## src/rtl/bus_pkg.sv

```systemverilog
// bus_pkg: shared access-size encodings, controller FSM states and alignment helper
// Used by bus_mem_ctrl and bus_lane_align via import bus_pkg::*.
package bus_pkg;
  localparam logic [1:0] SZ_BYTE = 2'b00;
  localparam logic [1:0] SZ_HALF = 2'b01;
  localparam logic [1:0] SZ_WORD = 2'b10;
  typedef enum logic [2:0] {IDLE, ACCESS, WAIT, DONE, ERR} busState;
  function automatic logic isMisaligned(input logic [1:0] size, input logic [1:0] addrLo);
    return (size == SZ_HALF && addrLo[0]) || (size == SZ_WORD && addrLo != 2'b00);
  endfunction
endpackage

```

## src/rtl/bus_lane_align.sv

```systemverilog
// bus_lane_align: combinational byte-lane steering between the core bus and a 32-bit memory
// Ports: size/addrLo describe the access; storeData -> byteEn/storeLanes for writes;
//        loadWord (raw memory word) -> loadData (shifted, zero-extended) for reads.
module bus_lane_align
  import bus_pkg::*;
(
  input  logic [1:0]  size,
  input  logic [1:0]  addrLo,
  input  logic [31:0] storeData,
  input  logic [31:0] loadWord,
  output logic [3:0]  byteEn,
  output logic [31:0] storeLanes,
  output logic [31:0] loadData
);
  logic [1:0]  lo;
  logic [31:0] shifted;
  always_comb begin
    // low bits that cannot be honoured for the access size are ignored
    lo = size == SZ_WORD ? 2'b00 : size == SZ_HALF ? {addrLo[1], 1'b0} : addrLo;
    byteEn = size == SZ_BYTE ? 4'b0001 << lo :
             size == SZ_HALF ? (lo[1] ? 4'b1100 : 4'b0011) :
             size == SZ_WORD ? 4'b1111 : 4'b0000;
    storeLanes = size == SZ_BYTE ? {4{storeData[7:0]}} :
                 size == SZ_HALF ? {2{storeData[15:0]}} : storeData;
    shifted = loadWord >> {lo, 3'b000};
    loadData = size == SZ_BYTE ? {24'h0, shifted[7:0]} :
               size == SZ_HALF ? {16'h0, shifted[15:0]} : shifted;
  end
endmodule

```

## src/rtl/bus_mem_ctrl.sv

```systemverilog
// bus_mem_ctrl: single-outstanding core-bus to synchronous 32-bit memory controller
// Core side : addr, wdata, rd, wr, size in; rdata, ready (done pulse), error (fault pulse) out.
// Memory    : mem_addr (word index), mem_wdata, mem_be, mem_we, mem_re out; mem_rdata in,
//             valid LATENCY cycles after mem_re.
// Build option: define MISALIGN_TRAP_EN to fault misaligned halfword/word accesses
//               instead of silently clearing the offending address bits.
module bus_mem_ctrl
  import bus_pkg::*;
#(
  parameter logic [31:0] BASE_ADDR   = 32'h0000_0000,
  parameter int          DEPTH_WORDS = 16384,
  parameter int          LATENCY     = 1,
  localparam int         AW          = $clog2(DEPTH_WORDS)
) (
  input  logic          clk,
  input  logic          rst,
  input  logic [31:0]   addr,
  input  logic [31:0]   wdata,
  input  logic          rd,
  input  logic          wr,
  input  logic [1:0]    size,
  output logic [31:0]   rdata,
  output logic          ready,
  output logic          error,
  output logic [AW-1:0] mem_addr,
  output logic [31:0]   mem_wdata,
  output logic [3:0]    mem_be,
  output logic          mem_we,
  output logic          mem_re,
  input  logic [31:0]   mem_rdata
);
`ifdef MISALIGN_TRAP_EN
  localparam bit TRAP = 1'b1;
`else
  localparam bit TRAP = 1'b0;
`endif
  busState       state, nextState;
  logic [AW-1:0] idxQ;
  logic [1:0]    loQ, sizeQ, cnt;
  logic [31:0]   wdataQ, off, lanes, loadData;
  logic [3:0]    be;
  logic          writeQ, accept, inRange, bad, acc;
  always_comb begin
    off = addr - BASE_ADDR;
    // power-of-two window: anything above the index bits is out of range
    inRange = addr >= BASE_ADDR && (off >> (AW + 2)) == 32'd0;
    bad = (rd && wr) || size == 2'b11 || !inRange || (TRAP && isMisaligned(size, addr[1:0]));
    accept = state == IDLE && (rd || wr);
  end
  always_comb begin
    nextState = state;
    case (state)
      IDLE:    nextState = accept ? (bad ? ERR : ACCESS) : IDLE;
      ACCESS:  nextState = writeQ ? DONE : WAIT;
      WAIT:    nextState = cnt == 2'd0 ? DONE : WAIT;
      default: nextState = IDLE;
    endcase
  end
  always_ff @(posedge clk or posedge rst) begin
    if (rst) begin
      state  <= IDLE;
      idxQ   <= '0;
      loQ    <= 2'b00;
      sizeQ  <= 2'b00;
      wdataQ <= 32'h0;
      writeQ <= 1'b0;
      cnt    <= 2'd0;
      rdata  <= 32'h0;
    end else begin
      state <= nextState;
      if (accept) begin
        idxQ   <= off[AW+1:2];
        loQ    <= addr[1:0];
        sizeQ  <= size;
        wdataQ <= wdata;
        writeQ <= wr;
      end
      if (state == ACCESS) cnt <= 2'(LATENCY - 1);
      else if (state == WAIT) cnt <= cnt - 2'd1;
      if (state == WAIT && cnt == 2'd0) rdata <= loadData;
    end
  end
  bus_lane_align laneAlign (
    .size      (sizeQ),
    .addrLo    (loQ),
    .storeData (wdataQ),
    .loadWord  (mem_rdata),
    .byteEn    (be),
    .storeLanes(lanes),
    .loadData  (loadData)
  );
  // memory strobes and their qualifiers exist only during the single ACCESS cycle
  assign acc       = state == ACCESS;
  assign mem_we    = acc && writeQ;
  assign mem_re    = acc && !writeQ;
  assign mem_be    = acc ? be : 4'h0;
  assign mem_wdata = acc ? lanes : 32'h0;
  assign mem_addr  = acc ? idxQ : '0;
  assign ready     = state == DONE || state == ERR;
  assign error     = state == ERR;
endmodule

```

## config.mk

```make
export PLATFORM = sky130hd
export DESIGN_NAME = bus_mem_ctrl
export DESIGN_NICKNAME = d
export VERILOG_FILES = /design/src/rtl/bus_pkg.sv /design/src/rtl/bus_lane_align.sv /design/src/rtl/bus_mem_ctrl.sv
export SDC_FILE = /design/constraint.sdc
export NUM_CORES = 1
export LEC_CHECK = 0
export BUFFER_PORTS_ARGS = -buffer_cell sky130_fd_sc_hd__buf_2
export CAP_MARGIN = 40
export CELL_PAD_IN_SITES_DETAIL_PLACEMENT = 0
export CELL_PAD_IN_SITES_GLOBAL_PLACEMENT = 1
export CORE_MARGIN = 2
export CORE_UTILIZATION = 33
export DETAILED_ROUTE_END_ITERATION = 8
export PLACE_DENSITY_LB_ADDON = 0.1
export SETUP_SLACK_MARGIN = 0.4
export SLEW_MARGIN = 40
export SYNTH_ARGS = -nofsm -noshare
export SYNTH_HDL_FRONTEND = slang
export SYNTH_SLANG_ARGS = --single-unit
export TNS_END_PERCENT = 5
```

## constraint.sdc

```tcl
create_clock -name clk -period 2.77 [get_ports clk]
set_input_delay 0.554 -clock clk [delete_from_list [all_inputs] [get_ports clk]]
set_output_delay 0.554 -clock clk [all_outputs]
set_load 0.02 [all_outputs]
```

## Word level (Yosys, flattened, before mapping)

Index checks and enable logic that the tools add are counted.

- Word-level logic and storage cells: 56
- Bits of input ports: 102
- Flip-flop bits (word level): 88
- Output and inout port bits: 86

- Order comparisons: 1
- Shift-type cells: 2
- Reduce and logical (&&, ||, !) cells: 17
- Equal/unequal tests: 7
- Multiplexer cells: 20
- Add/subtract/negate cells: 1

Operators with widths:

| kind | number |
|---|---|
| 32-bit two-way mux | 5 |
| 32-bit by 1-bit greater-or-equal comparator with 1-bit output, second input constant | 1 |
| 32-bit logical NOT | 1 |
| 32-bit by 5-bit right shift with 32-bit output | 1 |
| 4-bit two-way mux | 5 |
| 14-bit two-way mux | 1 |
| 3-bit one-hot mux with 3 select lines | 1 |
| 3-bit by 2-bit equality test with 1-bit output, second input constant | 2 |
| 1-bit logical AND | 6 |
| 2-bit two-way mux | 3 |
| 3-bit two-way mux | 2 |
| 2-bit equality test, second input constant | 2 |
| 2-bit logical NOT | 2 |
| 1-bit logical OR | 4 |
| 1-bit by 2-bit << shifter with 4-bit output, first input constant | 1 |
| 3-bit by 1-bit equality test with 1-bit output, second input constant | 1 |
| 3-bit equality test, second input constant | 1 |
| 3-bit logical NOT | 1 |
| 1-bit two-way mux | 3 |
| 2-bit by 1-bit equality test with 1-bit output, second input constant | 1 |
| 1-bit logical NOT | 2 |
| 2-bit nonzero test | 1 |
| 2-bit by 1-bit subtractor with 2-bit output, second input constant | 1 |

## Logic depth before layout (Yosys ltp)

- Depth in word-level cells: 7
- Gate-level depth with buffers: 7
- Depth with buffers taken out: 6

## Modules after synthesis

Synthesis repeated with hierarchy kept, for this count alone.

- Cell total of the unflattened synthesis: 459
- Area, all modules: 5180.0 um^2

Modules (own cells, without submodules):

| module | cells each | area an instance (um^2) | sequential area each (um^2) | instances |
|---|---|---|---|---|
| bus_mem_ctrl | 273 | 3926.3 | 2202.1 | 1 |
| bus_lane_align | 186 | 1253.7 | 0.0 | 1 |

## Worst setup path before layout

OpenSTA, ideal clock, no wires.

- Kind: register to output
- Start: register state[0]
- End: output port mem_wdata[13]
- Cell stages (with the launch flop): 6
- Data required time: 2.216 ns
- Buffers on the path: 3
- Slack: 0.661 ns
- Arrival: 1.555 ns
- Cells stage by stage: dfrtp_1 buf_2 or3b_1 clkbuf_1 buf_2 a21oi_1

- Cells in the longest elaborated chain, start to end: 2

Ends and longest elaborated chain:

| element | RTL line | text |
|---|---|---|
| start: declaration | bus_mem_ctrl.sv:37 | `busState state, nextState;` |
| start signal: assignment | bus_mem_ctrl.sv:70 | `state <= nextState;` |
| 3-bit by 1-bit equality test with 1-bit output | bus_mem_ctrl.sv:93 | `assign acc = state == ACCESS;` |
| 32-bit two-way mux | bus_mem_ctrl.sv:97 | `assign mem_wdata = acc ? lanes : 32'h0;` |
| end: declaration | bus_mem_ctrl.sv:26 | `output logic [31:0] mem_wdata,` |

Every way passes these cells.

## Worst setup path in the final report

- Start: register state[0]
- End: output port mem_be[2]

- Cells in the longest elaborated chain, start to end: 2

Ends and longest elaborated chain:

| element | RTL line | text |
|---|---|---|
| 3-bit by 1-bit equality test with 1-bit output | bus_mem_ctrl.sv:93 |  |
| 4-bit two-way mux | bus_mem_ctrl.sv:96 | `assign mem_be = acc ? be : 4'h0;` |
| end: declaration | bus_mem_ctrl.sv:27 | `output logic [3:0] mem_be,` |

Every way passes these cells.

==> reports/metrics.json <==
{
  "timing.rr.end": {"value": "rdata[27]"},
  "cp_max_fo": {"value": 11},
  "die_area": {"value": 15000, "unit": "um2"},
  "leakagePower": {"value": 3.06, "unit": "nW"},
  "fraction_of_final_layout_cells_with_drive_strength_greater_than_1": {"value": 41.9, "unit": "%"},
  "timing.critical_path.arrival": {"value": 1.70, "unit": "ns"},
  "critPathCapture": {"value": "mem_be[2]"},
  "yosys_warnings": {"value": 0},
  "slowest_stage": {"value": "dfrtp_2"},
  "initial_core_util": {"value": 33.6, "unit": "%"},
  "status": {"value": "finished, final reports clean"},
  "post_cts_hold_buffer_count": {"value": 0},
  "maxCapViolations": {"value": 0},
  "cp_top_family": {"value": "buffers and inverters"},
  "maxSlewViolCount": {"value": 0},
  "crit_start": {"value": "state[0]"},
  "die_h": {"value": 123, "unit": "um"},
  "number_of_drc_violations_after_detailed_routing": {"value": 0},
  "final_period_utilization": {"value": 81.3, "unit": "%"},
  "clock_power_share": {"value": 34.3, "unit": "%"},
  "finalWorstPathRequiredPeriod": {"value": 2.25, "unit": "ns"},
  "internal_power": {"value": 2.50, "unit": "mW"},
  "power.share.switching": {"value": 30.5, "unit": "%"},
  "synthFlopType": {"value": "dfrtp_1"},
  "final_layout_net_count": {"value": 731},
  "number_of_h_tree_branching_levels": {"value": 3},
  "synth-seq-cells": {"value": 88},
  "design.portCount": {"value": 188},
  "std_cell_rows": {"value": 43},
  "clk_pin_slew_worst_paths": {"value": 0.06, "unit": "ns"},
  "r2r_start": {"value": "cnt[0]"},
  "grt_start_max_net_pins": {"value": 43},
  "unrepaired_setup_endpoints_after_global_routing": {"value": "false"},
  "antenna_violating_nets_post_route": {"value": 0},
  "cellPowerDensity": {"value": 580, "unit": "nW/um2"},
  "tritoncts_clock_tree": {"value": "built"},
  "gpl_congestion": {"value": 0.782},
  "endpoint_kind": {"value": "output pin"},
  "worstSetupStartpointType": {"value": "flop"},
  "cp.depth": {"value": 6},
  "crit_chain": {"value": "buf_6 > nor3b_4 > buf_6 > nand2_1 > nor2_1 > clkbuf_4"},
  "postLayoutCoreUtil": {"value": 44.8, "unit": "%"},
  "core_area": {"value": 13800, "unit": "um2"},
  "die_w": {"value": 123, "unit": "um"},
  "max-clock-path-buffers": {"value": 2},
  "cts-root-buf": {"value": "clkbuf_16"},
  "portBuffers": {"value": 187},
  "ys_top_cells_by_count": {"value": "88 x dfrtp_1, 44 x mux2_1, 44 x nand2_1, 44 x nor2_1, 39 x a21oi_1"},
  "power_frac_seq": {"value": 44.2, "unit": "%"},
  "timing.setup.critical_path_class": {"value": "reg2out"},
  "final-hold-violation-count": {"value": 0},
  "worstPathRequired": {"value": 2.22, "unit": "ns"},
  "route.detailed.vias_per_inst": {"value": 4.97},
  "synthCells": {"value": 439},
  "final-setup-viol-count": {"value": 0},
  "cts_num_sinks": {"value": 88},
  "sequential_fraction_of_the_synthesis_area": {"value": 47.4, "unit": "%"},
  "num_vias": {"value": 4043},
  "dr.pass1.iters": {"value": 6},
  "grt_use_total": {"value": 18.7, "unit": "%"},
  "drtIter0Drc": {"value": 211},
  "net_switching_power_of_the_design": {"value": 1.10, "unit": "mW"},
  "post-synth-top-count-cell": {"value": "dfrtp_1"},
  "syn_area_per_cell": {"value": 10.6, "unit": "um2"},
  "clock_latency": {"value": 0.34, "unit": "ns"},
  "achievable-frequency": {"value": 0.444, "unit": "GHz"},
  "number_of_global_route_vias_before_repair": {"value": 3997},
  "yosys.cell_types.count": {"value": 46},
  "worst_hold_path_type": {"value": "in2async"},
  "path_common_cell": {"value": "buf_6"},
  "peakVddDrop": {"value": 0.353, "unit": "mV"},
  "drt_wl_total": {"value": 14.3, "unit": "mm"},
  "diodes_inserted": {"value": 0},
  "ff2ff_path_depth": {"value": 7},
  "post-dp-hpwl": {"value": 10.2, "unit": "mm"},
  "signed_area_change_from_the_synthesized_netlist_to_the_final_layout": {"value": 33.4, "unit": "%"},
  "yosys-top-cells-area": {"value": "dfrtp_1 47%, mux2_1 11%, mux2i_1 4.5%"},
  "cell_type_contributing_the_most_total_cell_area_after_synthesis": {"value": "dfrtp_1"},
  "final.setup_skew": {"value": 0.00557, "unit": "ns"},
  "reg2reg_slack": {"value": 0.72, "unit": "ns"},
  "synth_edf_count": {"value": 0},
  "async_flop_share": {"value": 100, "unit": "%"},
  "synthesized_net_count": {"value": 542},
  "grt_pass1_wl": {"value": 21.2, "unit": "mm"},
  "grt_remaining_overflow": {"value": 0},
  "worst_pin_slew": {"value": 0.603, "unit": "ns"},
  "path_buf_inv": {"value": 3},
  "cpPeakStageDelay": {"value": 0.36, "unit": "ns"},
  "tritoncts.num_buffers": {"value": 9},
  "slew-limit-headroom": {"value": 59.8, "unit": "%"},
  "grt_antenna_before_repair": {"value": 0},
  "power_frac_comb": {"value": 21.6, "unit": "%"},
  "syn_area": {"value": 4650, "unit": "um2"},
  "final_routed_wire_length_divided_by_cell_count": {"value": 17.6, "unit": "um"},
  "synth_top_area_share": {"value": 47.4, "unit": "%"},
  "timing.setup.tns": {"value": 0, "unit": "ns"}
}
routing by layer:
metal / vias to the layer above / wire, um / global-route usage (%)
met4: 0 / 210 / 6.82
met1: 1974 / 6110 / 23.5
met2: 119 / 7080 / 31.3
met5: - / 0 / 0
li1: 1939 / - / -
met3: 11 / 942 / 4.60
power groups by stage:
stage	Clock (mW)	Sequential, mW	Combinational (mW)
final	1.23	1.59	0.777
after global routing	1.33	1.62	0.861
after floorplan	0	1.52	0.592
after global placement	0	1.60	0.762
after detailed placement	0	1.61	0.770
after CTS	1.27	1.59	0.772
final cells by class:
class                           count  area (um2)
Clock buffer                       12         246
Clock inverter                      4        53.8
Fill cell                        1364        7630
Inverter                            5        26.3
Multi-Input combinational cell    314        2290
Sequential cell                    88        2210
Tap cell                          180         225
Timing Repair Buffer              210        1150
timing repair:
item,CTS,global route
endpoints found under the setup margin,28,43
setup buffers,0,7
cloned,0,2
pin swaps,0,2
resized for setup,6,14
cell usage in the layout (no fill, tap or decap), drive strengths merged, types with 13 or more instances in the layout:
cell    instances
clkbuf         15
mux2i          21
buf           207
nor2           44
mux2           49
a211oi         13
and2           23
nand2          46
a21oi          40
dfrtp          88
logic make-up (layout without fill, tap and decap cells):
family	Yosys count	count (layout)	share of synthesized area (%)
buffers and inverters	39	231	4.44
muxes	70	70	16.4
and+or+nand+nor	141	143	15.0
AOI/OAI and AO/OA	98	98	15.9
DFF	88	88	47.4
adders and majority gates	1	1	0.269
xor gates and xnor gates	2	2	0.539
sequential cells by signal, summed over array words and instances (netlist names):
| register | flops |
|---|---|
| wdataQ | 32 |
| sizeQ | 2 |
| rdata | 32 |
| cnt | 2 |
| loQ | 2 |
| idxQ | 14 |
| state | 3 |
| writeQ | 1 |
stage by stage:
stage | area, um2 | setup WS, ns | std cells | total power, mW | hold slack [ns]
3_3_place_gp | 5760 | 0.512 | 787 | 2.36 | 0.460
5_1_grt | 6200 | 0.397 | 813 | 3.81 | 0.257
4_1_cts | 6070 | 0.401 | 803 | 3.63 | 0.369
6_report | 6200 | 0.517 | 813 | 3.60 | 0.241
3_5_place_dp | 5760 | 0.435 | 787 | 2.38 | 0.464
2_1_floorplan | 4650 | 0.661 | 439 | 2.11 | 0.449
worst min-delay path by stage:
stage | depth (start not counted) | from | slack [ns] | to
finish | 2 | rst | 0.24 | rdata[0]
global route | 2 | rst | 0.26 | rdata[22]
CTS | 2 | rst | 0.37 | writeQ
detailed placement | 2 | rdata[7] | 0.46 | rdata[7]
global placement | 1 | idxQ[2] | 0.46 | idxQ[2]
floorplan | 1 | idxQ[0] | 0.45 | idxQ[0]
(Power assumes the default switching activity.)
